[src/rtl/tmds_align_lock.sv]
// -----------------------------------------------------------------------------
// tmds_align_lock
//
// Word-alignment and lock controller for the TMDS receive path. It sits behind
// the 1:10 deserialisers and serves every data channel from the pixel clock.
// Each channel looks for the four TMDS control tokens. While a channel has not
// seen a long enough run of tokens, it requests ISERDES bitslips. After a run of
// LOCK_COUNT consecutive tokens, the channel holds lock. It drops back to search
// once tokens have been absent for LOSS_WINDOW cycles.
//
// Ports
//   clk_1x_in    in   1          pixel-rate clock
//   rst_n_in     in   1          asynchronous active-low reset
//   deser_data   in   10*NUM_CH  deserialised words, channel c = [10c+9:10c]
//   is_tmds      out  NUM_CH     registered control-token hit per channel
//   token_id     out  2*NUM_CH   index of the last token seen (held on misses)
//   bitslip      out  NUM_CH     single-cycle bitslip request per channel
//   ch_aligned   out  NUM_CH     channel is in LOCKED
//   all_aligned  out  1          registered AND of ch_aligned
//   slip_cnt     out  4*NUM_CH   bitslips since the last lock, saturating at 15
// -----------------------------------------------------------------------------
module tmds_align_lock #(
  parameter int NUM_CH        = 3,
  parameter int SEARCH_WINDOW = 4096,
  parameter int LOCK_COUNT    = 8,
  parameter int BITSLIP_WAIT  = 16,
  parameter int LOSS_WINDOW   = 65536
) (
  input  logic                  clk_1x_in,
  input  logic                  rst_n_in,
  input  logic [10*NUM_CH-1:0]  deser_data,
  output logic [NUM_CH-1:0]     is_tmds,
  output logic [2*NUM_CH-1:0]   token_id,
  output logic [NUM_CH-1:0]     bitslip,
  output logic [NUM_CH-1:0]     ch_aligned,
  output logic                  all_aligned,
  output logic [4*NUM_CH-1:0]   slip_cnt
);

  // Counters are only as wide as needed to hold limit-1. Each FSM leaves its
  // state when a counter reaches its last value, so no counter ever wraps.
  localparam int WIN_W  = (SEARCH_WINDOW > 1) ? $clog2(SEARCH_WINDOW) : 1;
  localparam int RUN_W  = (LOCK_COUNT    > 1) ? $clog2(LOCK_COUNT)    : 1;
  localparam int WAIT_W = (BITSLIP_WAIT  > 1) ? $clog2(BITSLIP_WAIT)  : 1;
  localparam int LOSS_W = (LOSS_WINDOW   > 1) ? $clog2(LOSS_WINDOW)   : 1;

  localparam logic [WIN_W-1:0]  WIN_LAST  = WIN_W'(SEARCH_WINDOW - 1);
  localparam logic [RUN_W-1:0]  RUN_LAST  = RUN_W'(LOCK_COUNT - 1);
  localparam logic [WAIT_W-1:0] WAIT_LAST = WAIT_W'(BITSLIP_WAIT - 1);
  localparam logic [LOSS_W-1:0] LOSS_LAST = LOSS_W'(LOSS_WINDOW - 1);

  localparam logic [9:0] TOK0 = 10'b1101010100;
  localparam logic [9:0] TOK1 = 10'b0010101011;
  localparam logic [9:0] TOK2 = 10'b0101010100;
  localparam logic [9:0] TOK3 = 10'b1010101011;

  typedef enum logic [1:0] {
    ST_SEARCH = 2'd0,
    ST_SLIP   = 2'd1,
    ST_WAIT   = 2'd2,
    ST_LOCKED = 2'd3
  } state_t;

  logic all_aligned_q;

  for (genvar c = 0; c < NUM_CH; c++) begin : g_ch
    logic [9:0]        word;
    logic              hit_d;
    logic [1:0]        tok_d;
    logic              hit_q;
    logic [1:0]        tok_q;
    state_t            state_q;
    logic [WIN_W-1:0]  win_q;
    logic [RUN_W-1:0]  run_q;
    logic [WAIT_W-1:0] wait_q;
    logic [LOSS_W-1:0] loss_q;
    logic [3:0]        slip_q;
    logic              bitslip_q;
    logic              aligned_q;

    assign word = deser_data[10*c +: 10];

    // Token decode; the index is held on non-token words.
    always_comb begin
      hit_d = 1'b1;
      tok_d = tok_q;
      case (word)
        TOK0:    tok_d = 2'd0;
        TOK1:    tok_d = 2'd1;
        TOK2:    tok_d = 2'd2;
        TOK3:    tok_d = 2'd3;
        default: hit_d = 1'b0;
      endcase
    end

    always_ff @(posedge clk_1x_in or negedge rst_n_in) begin
      if (!rst_n_in) begin
        hit_q <= 1'b0;
        tok_q <= 2'd0;
      end else begin
        hit_q <= hit_d;
        tok_q <= tok_d;
      end
    end

    // Alignment FSM. It runs on the registered hit. Outputs are registered
    // alongside the state, so bitslip is high exactly while in SLIP and
    // ch_aligned is high exactly while in LOCKED.
    always_ff @(posedge clk_1x_in or negedge rst_n_in) begin
      if (!rst_n_in) begin
        state_q   <= ST_SEARCH;
        win_q     <= '0;
        run_q     <= '0;
        wait_q    <= '0;
        loss_q    <= '0;
        slip_q    <= 4'd0;
        bitslip_q <= 1'b0;
        aligned_q <= 1'b0;
      end else begin
        bitslip_q <= 1'b0;
        case (state_q)
          ST_SEARCH: begin
            win_q <= win_q + 1'b1;
            run_q <= hit_q ? run_q + 1'b1 : '0;
            // This hit completes the run. Lock takes priority over window expiry.
            if (hit_q && (run_q == RUN_LAST)) begin
              state_q   <= ST_LOCKED;
              aligned_q <= 1'b1;
              loss_q    <= '0;
              slip_q    <= 4'd0;
              win_q     <= '0;
              run_q     <= '0;
            end else if (win_q == WIN_LAST) begin
              state_q   <= ST_SLIP;
              bitslip_q <= 1'b1;
              win_q     <= '0;
              run_q     <= '0;
              if (slip_q != 4'hF) slip_q <= slip_q + 4'd1;
            end
          end
          ST_SLIP: begin
            state_q <= ST_WAIT;
            wait_q  <= '0;
          end
          ST_WAIT: begin
            // Hits are ignored while the deserialiser settles after a slip.
            if (wait_q == WAIT_LAST) begin
              state_q <= ST_SEARCH;
              win_q   <= '0;
              run_q   <= '0;
            end else begin
              wait_q <= wait_q + 1'b1;
            end
          end
          ST_LOCKED: begin
            if (hit_q) begin
              loss_q <= '0;
            end else if (loss_q == LOSS_LAST) begin
              state_q   <= ST_SEARCH;
              aligned_q <= 1'b0;
              win_q     <= '0;
              run_q     <= '0;
            end else begin
              loss_q <= loss_q + 1'b1;
            end
          end
          default: begin
            state_q <= ST_SEARCH;
          end
        endcase
      end
    end

    assign is_tmds[c]         = hit_q;
    assign token_id[2*c +: 2] = tok_q;
    assign bitslip[c]         = bitslip_q;
    assign ch_aligned[c]      = aligned_q;
    assign slip_cnt[4*c +: 4] = slip_q;
  end

  always_ff @(posedge clk_1x_in or negedge rst_n_in) begin
    if (!rst_n_in) begin
      all_aligned_q <= 1'b0;
    end else begin
      all_aligned_q <= &ch_aligned;
    end
  end

  assign all_aligned = all_aligned_q;

endmodule

[config.mk]
export PLATFORM = sky130hd
export DESIGN_NAME = tmds_align_lock
export DESIGN_NICKNAME = d
export VERILOG_FILES = /design/src/rtl/tmds_align_lock.sv
export SDC_FILE = /design/constraint.sdc
export NUM_CORES = 1
export LEC_CHECK = 0
export ABC_AREA = 1
export CORE_MARGIN = 1
export CORE_UTILIZATION = 35
export CTS_CLUSTER_DIAMETER = 200
export DETAILED_ROUTE_END_ITERATION = 10
export MAX_ROUTING_LAYER = met4
export PLACE_DENSITY = 0.54
export RECOVER_POWER = 25
export SKIP_CTS_REPAIR_TIMING = 1
export SLEW_MARGIN = 20
export SYNTH_ARGS = -nofsm -noshare
export SYNTH_HDL_FRONTEND = slang
export SYNTH_SLANG_ARGS = --single-unit
[constraint.sdc]
create_clock -name clk_1x_in -period 2.3 [get_ports clk_1x_in]
set_clock_uncertainty 0.1 [all_clocks]
set_input_delay 0.46 -clock clk_1x_in [delete_from_list [all_inputs] [get_ports clk_1x_in]]
set_output_delay 0.46 -clock clk_1x_in [all_outputs]
set_load 0.05 [all_outputs]
* Word level (Yosys, flattened, before mapping)
Cells that the tools add are included.
** Operators by class
- Add/subtract/negate cells :: 15
- Multiply operators :: 0
- Divide/modulo/power cells :: 0
- Magnitude comparators :: 0
- Equal/unequal tests :: 57
- Shift operators :: 0
- Multiplexer cells :: 111
- Bitwise logic cells :: 0
- Reductions and logical operators :: 46
** Operators by type and width (count)
- $mux 12 :: 15
- $mux 16 :: 9
- $pmux 12 s3 :: 3
- $pmux 16 s2 :: 3
- $eq 10x10->1 const B :: 6
- $mux 3 :: 18
- $add 16x1->16 const B :: 3
- $eq 16x16->1 const B :: 3
- $mux 4 :: 12
- $pmux 2 s4 :: 6
- $add 12x1->12 const B :: 3
- $eq 12x12->1 const B :: 3
- $reduce_and 4->1 :: 9
- $eq 10x8->1 const B :: 3
- $eq 10x9->1 const B :: 3
- $mux 2 :: 15
- $ne 2x2->1 const B :: 15
- $pmux 3 s3 :: 3
- $add 4x1->4 const B :: 6
- $pmux 4 s2 :: 3
- $reduce_bool 2->1 :: 12
- $mux 1 :: 21
- $reduce_and 3->1 :: 7
- $ne 3x3->1 const B :: 6
- other kinds (13) :: 42
** Storage, ports and cells
- Bits in registers :: 139
- Bits in latches :: 0
- RAM bits :: 0
- Bits in read-only memories :: 0
- Input bits :: 32
- Output and inout bits :: 28
- Word-level logic and storage cells :: 260
- Memories kept :: 0

* Logic depth before layout (Yosys ltp)
- Word-level depth :: 5
- Gate-level depth with buffers :: 11
- Gate-level depth less buffers :: 10

* Least setup slack after synthesis
Ideal clock, no wire load.
- Kind :: register to register
- From :: register g_ch[1].run_q[0]
- To :: register g_ch[1].loss_q[4]
- Setup time :: 0.121 ns
- Arrival :: 1.525 ns
- Data required time :: 2.079 ns
- Setup slack :: 0.554 ns
- Cell stages (with the launch flop) :: 10
- Buffers on the path :: 1
- Clock period less this slack :: 1.746 ns
- Path through :: dfrtp_1 > ha_1 > ha_1 > nand2_1 > nor2_1 > nor2_1 > nand2_4 > buf_6 > a21oi_1 > nor2_1
** Between the ends
- Cells in the longest elaborated chain, start to end :: 4
** Ends and longest elaborated chain
- start: declaration :: RTL line 74 : logic [RUN_W-1:0] run_q;
- start signal: assignment :: RTL line 124 : run_q <= hit_q ? run_q + 1'b1 : '0;
- $eq 3x3->1 :: RTL line 126 : if (hit_q && (run_q == RUN_LAST)) begin
- $logic_and 1x1->1 :: RTL line 126
- $ne 2x2->1 (no line)
- $reduce_and 3->1 (no line)
- end signal: assignment :: RTL line 164 : loss_q <= loss_q + 1'b1;
- end: declaration :: RTL line 76 : logic [LOSS_W-1:0] loss_q;
Every way passes these cells.
A chain may end at the register's enable or synchronous reset.

* Worst setup path in the final report
- From :: register g_ch[0].slip_q[0]
- To :: output port slip_cnt[0]
** RTL lines
- start: declaration :: RTL line 77 : logic [3:0] slip_q;
- start signal: assignment :: RTL line 138 : if (slip_q != 4'hF) slip_q <= slip_q + 4'd1;
- end: declaration :: RTL line 37 : output logic [4*NUM_CH-1:0] slip_cnt
No word-level cell between the ends.

==> summary.md <==
| Metric | Value |
|---|---|
| Outcome | completed |
| Drt total wl | 19.4 mm |
| Clock Tree Buf Depth | 2 |
| Hold-critical path depth | 2 |
| Final hold violation count | 0 |
| Final Cell Area | 10,100 µm² |
| Gr ovfl total | 0 |
| Max Fclk | 0.447 GHz |
| Critical Path Stages | 1 |
| Core Rows | 56 |
| Cells after Synth | 1,172 |
| Final HPWL DP | roughly 14 mm |
| Hold_sp | g_ch[0].tok_q[0]$_DFFE_PN0P_ |
| Layout area overhead | 19.0% |
| Core box area | 23,500 µm² |
| Final setup viols | 0 |
| Netlist Area Pre-Place | 8450 µm² |
| CTS tree | done |
| Seq/Total Area, Yosys | 41.2% |
| Initial antenna violation count | 0 |
| Die Y | roughly 160 µm |
| RSZ-0062 raised after global routing | no |
| # clock sinks | ~140 |
| Largest net degree at the start of global routing | 46 |
| Port Buffers | 59 |
| Critical path's top delay family | buffers and inverters |
| Peak supply drop | 0.479 mV |
| Die area | 24,800 µm² |
| Fin crit share | 97.2% |
| Met2 usage | 27.2% |
| R2r setup slk | 240 ps |
| Number of flops mapped to enable cells by yosys | 0 |
| Ant. Diodes | 0 |
| Fin nets | roughly 1,300 |
| #FFs+latches synth | between 100 and 150 |
| First-pass GRT wire length | 34.4 mm |
| CP max-delay cell | clkdlybuf4s50_1 |
| RD Place Congestion | 0.883 |
| Crit path max fanout | 5 |
| Fin crit period | 2240 ps |
| Fin Setup TNS | 0 ps |
| DRC | 0 |
| Synth Warn # | 0 |
| Slew Viols, Final | 0 |
| Crit path kind | reg2out |
| Avg WL per Cell | 12.4 µm |
| Critical Path Source | g_ch[0].slip_q[0]$_DFFE_PN0P_ |
| Die W | 157 µm |
| Synth async-reset ratio | 100% |
| Startpoint Class | flip-flop |
| GR Util met3 | 2.59% |
| Most used routing layer | met2 |
| Count of cell types in the netlist | 36 |
| CTS H-tree depth | 4 |
| Pwr Total | roughly 5800 µW |
| Fraction of layout cells with a size suffix above 1 | 9.16% |
| CP arrival | between 1500 and 2000 ps |
| Vias in the first global route | 7,267 |
| Slew HR | 18.4% |
| PwrDens | 577 nW/µm² |
| Ports | 60 |
| Area post-placement | around 9400 µm² |
| All-Layer GR Usage | 17.7% |
| Buffers and inverters on the worst path | 1 |
| Initial detailed-routing violation count | ~460 |
| Crit. End Element | primary output |
| Post-Syn Area per Cell | 7.21 µm² |
| CP max stage delay | 850 ps |
| CTS Root Cell | clkbuf_16 |
| DR vias/cell | 4.80 |
| CTS Buf Count | 17 |
| Reg2Reg Depth | 8 |
| Worst R2R Start | g_ch[0].win_q[0]$_DFFE_PN0P_ |
| Max-cap viol count | 0 |
| Top FF cell, synth | dfrtp_1 |
| Syn Nets | 1,222 |
| Min-Delay Path Class | reg2reg |
| Fillers | 2,508 |
| DR vias | approximately 7,600 |
| TritonRoute pass-1 iters | 6 |
| Later-pin clock latency in the skew report | 420 ps |
| Starting Density | 35.9% |
| ANT nets after route | 0 |
| CP required | 1740 ps |
| Lkg Pwr | approximately 0.0048 µW |
| CP Cell Sequence | clkdlybuf4s50_1 |
| GR met1 Demand/Resource | 24.0% |
| Worst-Margin Slew | 1220 ps |
| WHS | between 300 and 400 ps |
| Worst-path clk slew | 60 ps |
kinds of logic after synthesis:
kind of cell | count (synthesis) | share of synthesized area [%]
XOR/XNOR | 19 | 1.97
AO/OA/AOI/OAI | 119 | 7.92
flip-flops | 139 | 41.2
AND/OR/NAND/NOR | 723 | 38.3
adder cells (fa/ha/maj) | 18 | 2.67
buffers and inverters | 154 | 7.98
through the flow:
step / util, % / cells / worst slack (ps)
after global routing: 42.7 / 1574 / 2.34
after global placement: 39.9 / 1542 / 340
after detailed placement: 39.9 / 1542 / 282
after CTS: 42.7 / 1573 / -78.7
final: 42.7 / 1574 / 65.0
after floorplan: - / 1172 / 554
path summary, 6_finish.rpt:
| check | endpoint |
|---|---|
| max in group asynchronous | g_ch[1].aligned_q$_DFFE_PN0P_ |
| min in group asynchronous | g_ch[2].loss_q[11]$_DFFE_PN0P_ |
| setup reg to reg | g_ch[0].slip_q[2]$_DFFE_PN0P_ |
| setup / recovery | slip_cnt[0] |
| hold / removal | g_ch[0].tok_q[0]$_DFFE_PN0P_ |
| hold reg to reg | g_ch[0].tok_q[0]$_DFFE_PN0P_ |
synthesized netlist by cell type, types with 8 or more instances:
cell | number | area share, %
ha_1 | 18 | 2.7
xor2_1 | 14 | 1.5
nor2_1 | 124 | 5.5
dfrtp_1 | 139 | 41
or2_2 | 10 | 0.74
nand2_1 | 356 | 16
buf_4 | 9 | 0.80
inv_1 | 116 | 5.2
nand4_1 | 60 | 4.4
nand3_1 | 110 | 6.5
nor2_2 | 8 | 0.59
o21ai_1 | 22 | 1.3
o21ai_0 | 67 | 4.0
a21oi_1 | 10 | 0.59
nor3_1 | 18 | 1.1
nand2_2 | 13 | 0.96
inv_2 | 12 | 0.53
flip-flops by register name, summed over array words and instances (netlist names):
name	cells
g_ch.wait_q	12
g_ch.hit_q	3
g_ch.tok_q	6
all_aligned	1
g_ch.state_q	6
g_ch.bitslip_q	3
g_ch.slip_q	12
g_ch.run_q	9
g_ch.win_q	36
g_ch.loss_q	48
g_ch.aligned_q	3
routing by layer:
| layer | part of all wire [%] | vias to the layer above |
|---|---|---|
| met3 | 2.9 | 18 |
| met2 | 44 | 128 |
| met5 | 0 | - |
| met4 | 1.2 | 0 |
| li1 | - | 3966 |
| met1 | 52 | 3449 |
final cells by class:
type	instances	area [µm²]	share of cell area, %
multi-input cells	879	4290	42.7
flip-flops and latches	139	3480	34.6
repair buffers	78	728	7.25
inverters	128	480	4.78
clock buffers	19	453	4.51
well taps	319	399	3.97
clock inverters	12	219	2.18
report_power, final:
part | switching (µW) | total, µW | internal, µW
registers | 6.43 | 2460 | 2460
logic | 116 | 194 | 78.2
clock network | 1060 | 3140 | 2080
cell usage in the layout (no fill, tap or decap), types with 6 or more instances in the layout:
cell type	count
a21oi_1	10
buf_4	18
bufinv_16	6
clkbuf_16	17
clkdlybuf4s50_1	51
dfrtp_1	139
ha_1	18
inv_1	116
inv_2	12
nand2_1	357
nand2_2	12
nand2_4	6
nand3_1	110
nand4_1	60
nor2_1	124
nor2_2	8
nor3_1	18
o21ai_0	67
o21ai_1	22
o21bai_1	6
or2_2	10
xor2_1	14
No activity file was read; power rests on OpenSTA's default activity.
